--- src/rtl/packet_arbiter.sv ---
// Packet-granular round-robin arbiter: one source owns the output stream from the
// first beat of a packet until its last beat is accepted, through one register stage.
module packet_arbiter #(
  parameter int NUM_SOURCES = 2,
  parameter int DATA_WIDTH  = 8
) (
  input  logic                              clock,
  input  logic                              reset_n,
  input  logic [NUM_SOURCES*DATA_WIDTH-1:0] in_data,
  input  logic [NUM_SOURCES-1:0]            in_valid,
  input  logic [NUM_SOURCES-1:0]            in_last,
  output logic [NUM_SOURCES-1:0]            in_ready,
  output logic [DATA_WIDTH-1:0]             out_data,
  output logic                              out_valid,
  output logic                              out_last,
  input  logic                              out_ready,
  output logic [NUM_SOURCES-1:0]            grant,
  output logic                              busy
);

  localparam int PTR_W = (NUM_SOURCES > 1) ? $clog2(NUM_SOURCES) : 1;
  localparam logic [PTR_W-1:0] LAST_IDX = PTR_W'(NUM_SOURCES - 1);

  typedef enum logic {
    IDLE = 1'b0,
    BUSY = 1'b1
  } state_t;

  state_t                  state_reg, state_next;
  logic [NUM_SOURCES-1:0]  grant_reg, grant_next;
  logic [PTR_W-1:0]        gidx_reg, gidx_next;
  logic [PTR_W-1:0]        ptr_reg, ptr_next;
  logic [DATA_WIDTH-1:0]   out_data_reg, out_data_next;
  logic                    out_valid_reg, out_valid_next;
  logic                    out_last_reg, out_last_next;

  logic [DATA_WIDTH-1:0]   src_data [NUM_SOURCES];
  logic [DATA_WIDTH-1:0]   sel_data;
  logic                    sel_valid;
  logic                    sel_last;
  logic                    pick_found;
  logic [PTR_W-1:0]        pick_idx;
  logic [NUM_SOURCES-1:0]  pick_oh;
  logic                    can_load;
  logic                    load_en;
  logic                    beat_acc;

  assign can_load = !out_valid_reg || out_ready;
  assign load_en  = (state_reg == BUSY) && can_load;

  generate
    for (genvar gi = 0; gi < NUM_SOURCES; gi++) begin : g_src
      assign src_data[gi] = in_data[gi*DATA_WIDTH +: DATA_WIDTH];
      assign in_ready[gi] = grant_reg[gi] & load_en;
    end
  endgenerate

  // grant_reg is one-hot or zero, so an AND-OR mux selects the owner's beat
  always_comb begin
    sel_data  = '0;
    sel_valid = 1'b0;
    sel_last  = 1'b0;
    for (int i = 0; i < NUM_SOURCES; i++) begin
      if (grant_reg[i]) begin
        sel_data  = sel_data | src_data[i];
        sel_valid = sel_valid | in_valid[i];
        sel_last  = sel_last | in_last[i];
      end
    end
  end

  // Rotating priority: first pass covers ptr..N-1, second pass wraps to 0..ptr-1
  always_comb begin
    pick_found = 1'b0;
    pick_idx   = '0;
    pick_oh    = '0;
    for (int i = 0; i < NUM_SOURCES; i++) begin
      if (!pick_found && in_valid[i] && (i >= int'(ptr_reg))) begin
        pick_found = 1'b1;
        pick_idx   = PTR_W'(i);
        pick_oh[i] = 1'b1;
      end
    end
    for (int i = 0; i < NUM_SOURCES; i++) begin
      if (!pick_found && in_valid[i]) begin
        pick_found = 1'b1;
        pick_idx   = PTR_W'(i);
        pick_oh[i] = 1'b1;
      end
    end
  end

  assign beat_acc = load_en && sel_valid;

  always_comb begin
    state_next     = state_reg;
    grant_next     = grant_reg;
    gidx_next      = gidx_reg;
    ptr_next       = ptr_reg;
    out_data_next  = out_data_reg;
    out_valid_next = out_valid_reg;
    out_last_next  = out_last_reg;

    // Output stage drains independently of state so a pending last beat
    // can leave while IDLE arbitrates the next packet.
    if (beat_acc) begin
      out_data_next  = sel_data;
      out_last_next  = sel_last;
      out_valid_next = 1'b1;
    end else if (out_ready) begin
      out_valid_next = 1'b0;
    end

    case (state_reg)
      IDLE: begin
        if (pick_found) begin
          grant_next = pick_oh;
          gidx_next  = pick_idx;
          state_next = BUSY;
        end
      end
      BUSY: begin
        if (beat_acc && sel_last) begin
          grant_next = '0;
          state_next = IDLE;
          ptr_next   = (gidx_reg == LAST_IDX) ? '0 : gidx_reg + 1'b1;
        end
      end
      default: begin
        state_next = IDLE;
        grant_next = '0;
      end
    endcase
  end

  always_ff @(posedge clock or negedge reset_n) begin
    if (!reset_n) begin
      state_reg     <= IDLE;
      grant_reg     <= '0;
      gidx_reg      <= '0;
      ptr_reg       <= '0;
      out_data_reg  <= '0;
      out_valid_reg <= 1'b0;
      out_last_reg  <= 1'b0;
    end else begin
      state_reg     <= state_next;
      grant_reg     <= grant_next;
      gidx_reg      <= gidx_next;
      ptr_reg       <= ptr_next;
      out_data_reg  <= out_data_next;
      out_valid_reg <= out_valid_next;
      out_last_reg  <= out_last_next;
    end
  end

  assign out_data  = out_data_reg;
  assign out_valid = out_valid_reg;
  assign out_last  = out_last_reg;
  assign grant     = grant_reg;
  assign busy      = (state_reg == BUSY);

endmodule
--- config.mk ---
export PLATFORM = sky130hd
export DESIGN_NAME = packet_arbiter
export DESIGN_NICKNAME = d
export VERILOG_FILES = /design/src/rtl/packet_arbiter.sv
export SDC_FILE = /design/constraint.sdc
export NUM_CORES = 1
export LEC_CHECK = 0
export ABC_CLOCK_PERIOD_IN_PS = 2500
export CAP_MARGIN = 20
export CORE_MARGIN = 8
export CORE_UTILIZATION = 30
export CTS_BUF_LIST = sky130_fd_sc_hd__clkbuf_16
export CTS_CLUSTER_SIZE = 16
export DETAILED_ROUTE_END_ITERATION = 16
export DONT_BUFFER_PORTS = 1
export GPL_TIMING_DRIVEN = 1
export PLACE_DENSITY = 0.53
export SLEW_MARGIN = 0
export SYNTH_ARGS = -nofsm -noshare
export SYNTH_HDL_FRONTEND = slang
export SYNTH_SLANG_ARGS = --single-unit
export TNS_END_PERCENT = 1
--- constraint.sdc ---
create_clock -name clock -period 2.5 [get_ports clock]
set_input_delay 0.125 -clock clock [delete_from_list [all_inputs] [get_ports clock]]
set_output_delay 0.125 -clock clock [all_outputs]
set_load 0.01 [all_outputs]
==> results_dict.tcl, run 1 <==
set metrics [dict create \
    cts_buffer_depth 2 \
    timing.critical_path.to "out_data[7]$_DFFE_PN0P_" \
    drt-initial-drc-count 2 \
    cts.sink_count 15 \
    timing.fmax_ghz 0.643 \
    synth-compound-area-share 0.229 \
    synthDistinctLibCells 18 \
    grtUsageMet1 0.0778 \
    drive_above_1_share 0.339 \
    finalWorstPathRequiredPeriod_ns 1.55 \
    maxCapViolCount 0 \
    synth_xor_xnor_area_share 0 \
    netlist_top_cells_area "dfrtp_1 52%, mux2_2 13%, a22o_1 11%" \
    vias_in_the_first_global_route 512 \
    holdCritPathClass "input port to flip-flop" \
    finalHoldWorstSlack_ns 0.135 \
    num_antenna_cells 0 \
    power.density_cell_area_nw_per_um2 1360 \
    cts-buffers-inserted 3 \
    synth.net_count 77 \
    use_met3 0.0515 \
    dr_total_vias 464 \
    drt_drc 0 \
    yosysWarnings 0 \
    detail_route.wirelength_microns 1710 \
    setup_viol 0 \
    worstReg2RegStart "grant[0]$_DFFE_PN0P_" \
    yosys_most_used_dff "dfrtp_1" \
    cp-start-kind "flip-flop" \
    cts_hold_buffers 1 \
    ctsResizeCount 0 \
    cts_tree "done" \
    met2_usage 0.134 \
    post_synth_mux_area_share 0.140 \
    crit_fanout 13 \
    floorplan.initialDensity 0.320 \
    fp.dieArea_sq_um 4200 \
    grt_start_max_net_pins 16 \
    multi_input_area_sq_um 317 \
    ys_ff_latch 15 \
    cp_slowest_cell "dfrtp_1" \
    grt_remaining_overflow 0 \
    drtAntennaViolNets 0 \
    dieHeight_microns 64.8 \
    cp_data_required_time_ns 2.63 \
    dieWidth_microns 64.8 \
    adder_and_majority_cell_fraction_of_the_synthesized_area 0 \
    core_area_sq_um 2230 \
    final_nets 80 \
    max_reg_flops 8 \
    syn-mean-instance-area_sq_um 13.3 \
    final_core_utilization 0.371 \
    gp_congestion 0.670 \
    clk_latency_ns 0.24 \
    grt_first_pass_wirelength_microns 2700 \
    period_share 0.622 \
    finClkSkew_ns 0.000593 \
    synthSimpleGateAreaFrac 0.0734 \
    routed_wire_length_per_instance_microns 20.3 \
    worst_ir_drop_vdd_mv 0.418 \
    synth_area_sq_um 716 \
    global_route.usage.total 0.0835 \
    ys_async_sr_fraction 1.00 \
    final_max_slew_viol_count 0 \
    worst-endpoint-arrival_ns 1.68 \
    postLayoutCellArea_sq_um 828 \
    timing.slew.headroom 0.531 \
    critical_path.endpoint_type "flip-flop" \
    worst_slew_pin_slew_ns 0.701 \
    p_leak_uw 0.000407 \
    synth_sequential_area_ratio 0.524 \
    synth_commonest_cells "15 x dfrtp_1, 9 x a22o_1, 8 x mux2_2, 3 x inv_1" \
    synthMostInstantiatedCell "dfrtp_1" \
    crit_path_max_incr_delay_ns 0.58 \
    boundaryPins 38 \
    grt_antenna_before_repair 0 \
    timing.rr.end "out_data[7]$_DFFE_PN0P_" \
    synthToLayoutAreaGrowth_pct 15.7 \
    fillers 221 \
    worst-r2r-cell-count 3 \
    netlist.top_cell.by_area "dfrtp_1" \
    final-hold-violation-count 0 \
    post_synth_edffs 0 \
    portBuffers 0 \
    run_status "finished clean" \
    drt_pre_antenna_iters 2 \
    r2r_slack_ns 0.95 \
    rsz0062_at_grt "no" \
    timing.setup.critical_path_class "flip-flop to flip-flop" \
    via_per_inst 5.52 \
    fp-row-count 17 \
    clkTransAtPathRegs_ns 0.05 \
    setup-tns-final_ns 0 \
    globalRoute.busiestLayer "met2" \
    clock_tree.htree_level_count 1 \
    syn-instance-count 54 \
    cts_post_setup_buffers_inserted 0 \
    critical_path.cell_chain "a22o_4 > nand3_4 > mux2_2" \
    synth_top_cell_area_share 0.524 \
    layout.area.seq_sq_um 375 \
    crit_path_start "grant[0]$_DFFE_PN0P_" \
    power.total_uw 1130 \
    placed_cell_area_sq_um 738 \
    synth_top_family_by_area "compound AO/OA/AOI/OAI gates" \
    cts_root_buf "clkbuf_16" \
]
[per-layer routing]
layer | up-vias | share of wire
li1 | 213 | -
met1 | 231 | 0.35
met2 | 18 | 0.50
met3 | 2 | 0.13
met4 | 0 | 0.021
met5 | - | 0
[power by group]
part / leakage (uW) / internal (uW) / switching [uW] / total (uW)
combinational: 0.000180 / 186 / 113 / 299
sequential: 0.000186 / 347 / 172 / 519
clock: 0.0000409 / 213 / 95.4 / 309
total: 0.000407 / 746 / 381 / 1130
[critical path: cells and delay by family, from the launching register on]
family	cells	cell delay [ns]
mux	1	0.35
flops	1	0.58
compound gates	1	0.36
simple gates	1	0.15
[cell usage in the layout, fill, tap and decap left out]
cell type	n
a21o_1	1
a211oi_1	2
nand2b_1	1
nand3_4	1
mux2_2	8
nand2_1	1
inv_1	3
a22o_1	9
a21bo_2	2
and3_1	2
clkbuf_16	3
a22o_4	1
nand4_2	1
a31o_2	2
dlygate4sd3_1	1
mux2i_1	1
o21bai_1	1
clkinv_2	1
dfrtp_1	15
[final cells by class]
type,instances,area share
Clock inverter,1,0.00604
Tap cell,28,0.0423
Sequential cell,15,0.453
Inverter,3,0.0136
Timing Repair Buffer,1,0.0121
Multi-Input combinational cell,33,0.382
Clock buffer,3,0.0906
[cells by family (layout without fill, tap and decap cells)]
logic type	Yosys count	in the layout
AOI/OAI and AO/OA	18	18
buffers and inverters	6	8
DFF	15	15
muxes	9	9
and+or+nand+nor	6	6
[per-stage QoR]
step / cells / setup WS, ns
finish: 84 / 0.945
detailed placement: 79 / 0.935
global route: 84 / 0.871
floorplan: 54 / 1.22
CTS: 84 / 0.928
global placement: 79 / 0.977
[worst min path at each step]
| stage | startpoint | end | slack, ns | cells after the start |
|---|---|---|---|---|
| floorplan | reset_n | busy$_DFF_PN0_ | -0.17 | 0 |
| global placement | reset_n | gidx_reg$_DFFE_PN0P_ | -0.17 | 0 |
| detailed placement | reset_n | gidx_reg$_DFFE_PN0P_ | -0.17 | 0 |
| CTS | in_valid[0] | gidx_reg$_DFFE_PN0P_ | 0.13 | 2 |
| global route | in_data[9] | out_data[1]$_DFFE_PN0P_ | 0.14 | 2 |
| finish | in_valid[0] | gidx_reg$_DFFE_PN0P_ | 0.14 | 2 |
Power figures use the tool's default switching activity.
==> run 2, diff against run 1 <==
ABC_CLOCK_PERIOD_IN_PS = 1500   (was 2500)
clock period = 1.5 ns   (was 2.5 ns; I/O delays follow)
==> results_dict.tcl, run 2 (synthesis gave the netlist of run 1 again) <==
set metrics [dict create \
    fp.dieArea_sq_um 4200 \
    dr_total_vias 479 \
    cts_tree "done" \
    worst-endpoint-arrival_ns 1.43 \
    critical_path.endpoint_type "flip-flop" \
    fillers 223 \
    finalWorstPathRequiredPeriod_ns 1.31 \
    timing.setup.critical_path_class "flip-flop to flip-flop" \
    drive_above_1_share 0.367 \
    drtAntennaViolNets 0 \
    grt_start_max_net_pins 16 \
    finClkSkew_ns 0.00126 \
    global_route.usage.total 0.0836 \
    power.density_cell_area_nw_per_um2 2270 \
    worst_slew_pin_slew_ns 0.678 \
    dieHeight_microns 64.8 \
    drt-initial-drc-count 5 \
    synthToLayoutAreaGrowth_pct 19.8 \
    via_per_inst 5.44 \
    final_nets 84 \
    floorplan.initialDensity 0.320 \
    p_leak_uw 0.000428 \
    clock_tree.htree_level_count 1 \
    vias_in_the_first_global_route 511 \
    grt_antenna_before_repair 0 \
    detail_route.wirelength_microns 1730 \
    cts-buffers-inserted 3 \
    cp_data_required_time_ns 1.62 \
    cts_root_buf "clkbuf_16" \
    ctsResizeCount 0 \
    timing.slew.headroom 0.546 \
    drt_drc 0 \
    cp_slowest_cell "dfrtp_1" \
    holdCritPathClass "input port to flip-flop" \
    clkTransAtPathRegs_ns 0.04 \
    cts_buffer_depth 2 \
    period_share 0.871 \
    drt_pre_antenna_iters 4 \
    final-hold-violation-count 0 \
    crit_buf_inv 0 \
    dp.final_hpwl_microns 1320 \
    routed_wire_length_per_instance_microns 19.7 \
    postLayoutCellArea_sq_um 857 \
    grt_remaining_overflow 0 \
    clk_latency_ns 0.24 \
    layout.area.seq_sq_um 375 \
    dieWidth_microns 64.8 \
    timing.fmax_ghz 0.765 \
    final_max_slew_viol_count 0 \
    maxCapViolCount 0 \
    core_area_sq_um 2230 \
    crit_fanout 10 \
    cts.sink_count 15 \
    max_reg_flops 8 \
    run_status "finished clean" \
    commonest_cells_after_routing_fill_and_taps_aside "15 x dfrtp_1, 9 x a22o_1, 8 x mux2_2, 4 x inv_1, 4 x buf_4" \
    crit_path_max_incr_delay_ns 0.40 \
    cts_post_setup_buffers_inserted 0 \
    worst_path_dominant_cell_family "flip-flops" \
    cp-start-kind "flip-flop" \
    fp-row-count 17 \
    setup_viol 0 \
    gp_congestion 0.665 \
    multi_input_area_sq_um 317 \
    setup-tns-final_ns 0 \
    num_antenna_cells 0 \
    portBuffers 0 \
    grt_first_pass_wirelength_microns 2650 \
    boundaryPins 38 \
    worst_ir_drop_vdd_mv 0.846 \
    layout.cells.most_common "dfrtp_1" \
    rsz0062_at_grt "no" \
    critical_path.cell_chain "a22o_4 > nand3_4 > mux2_2" \
    placed_cell_area_sq_um 768 \
]
==> run 2: cell count changes in the layout (fill, tap and decap cells not counted) <==
cell / before / now
inv_1: 3 / 4
buf_4: 0 / 4
clkinv_2: 1 / 0
==> run 2: per-stage QoR <==
step | total power, uW | setup slack, ns | hold WS [ns] | utilization | cells
2_1_floorplan | 1260 | 0.217 | -0.221 | - | 54
3_3_place_gp | 1440 | 0.217 | -0.220 | 0.344 | 83
3_5_place_dp | 1460 | 0.190 | -0.220 | 0.344 | 83
4_1_cts | 1970 | 0.181 | 0.0842 | 0.384 | 88
5_1_grt | 2060 | 0.141 | 0.0907 | 0.384 | 88
6_report | 1940 | 0.193 | 0.0901 | 0.384 | 88
==> run 2: final cells by class <==
| type | instances | share of cell area |
|---|---|---|
| timing repair buffer | 5 | 0.0467 |
| clock inverter | 1 | 0.00438 |
| sequential | 15 | 0.438 |
| inverter | 3 | 0.0131 |
| tap | 28 | 0.0409 |
| clock buffer | 3 | 0.0876 |
| multi-input combinational | 33 | 0.369 |
==> run 2: what timing repair did <==
action / in CTS / in global routing
endpoints found under the hold margin: 15 / 0
hold buffers: 1 / 0
endpoints found under the setup margin: 0 / 0
==> run 2: worst paths after layout <==
check | from | end | slack [ns] | cells past startpoint
setup / recovery | grant[0]$_DFFE_PN0P_ | out_data[5]$_DFFE_PN0P_ | 0.19 | 3
hold / removal | in_data[14] | out_data[6]$_DFFE_PN0P_ | 0.09 | 2
setup reg to reg | grant[0]$_DFFE_PN0P_ | out_data[5]$_DFFE_PN0P_ | 0.19 | 3
hold reg to reg | gidx_reg$_DFFE_PN0P_ | ptr_reg$_DFFE_PN0P_ | 0.49 | 1
max in group asynchronous | reset_n | out_data[4]$_DFFE_PN0P_ | 0.75 | 1
min in group asynchronous | reset_n | ptr_reg$_DFFE_PN0P_ | 0.32 | 1
==> run 2: routing by layer <==
layer / global-route usage / part of all wire
met1: 0.0809 / 0.34
met2: 0.116 / 0.46
met3: 0.0619 / 0.16
met4: 0.0736 / 0.039
met5: 0 / 0
==> run 2: report_power, final <==
part / switching (uW) / internal [uW] / leakage [uW] / total (uW)
clock network: 146 / 351 / 0.0000423 / 497
logic: 292 / 367 / 0.000200 / 659
registers: 208 / 581 / 0.000186 / 788
total: 646 / 1300 / 0.000428 / 1940
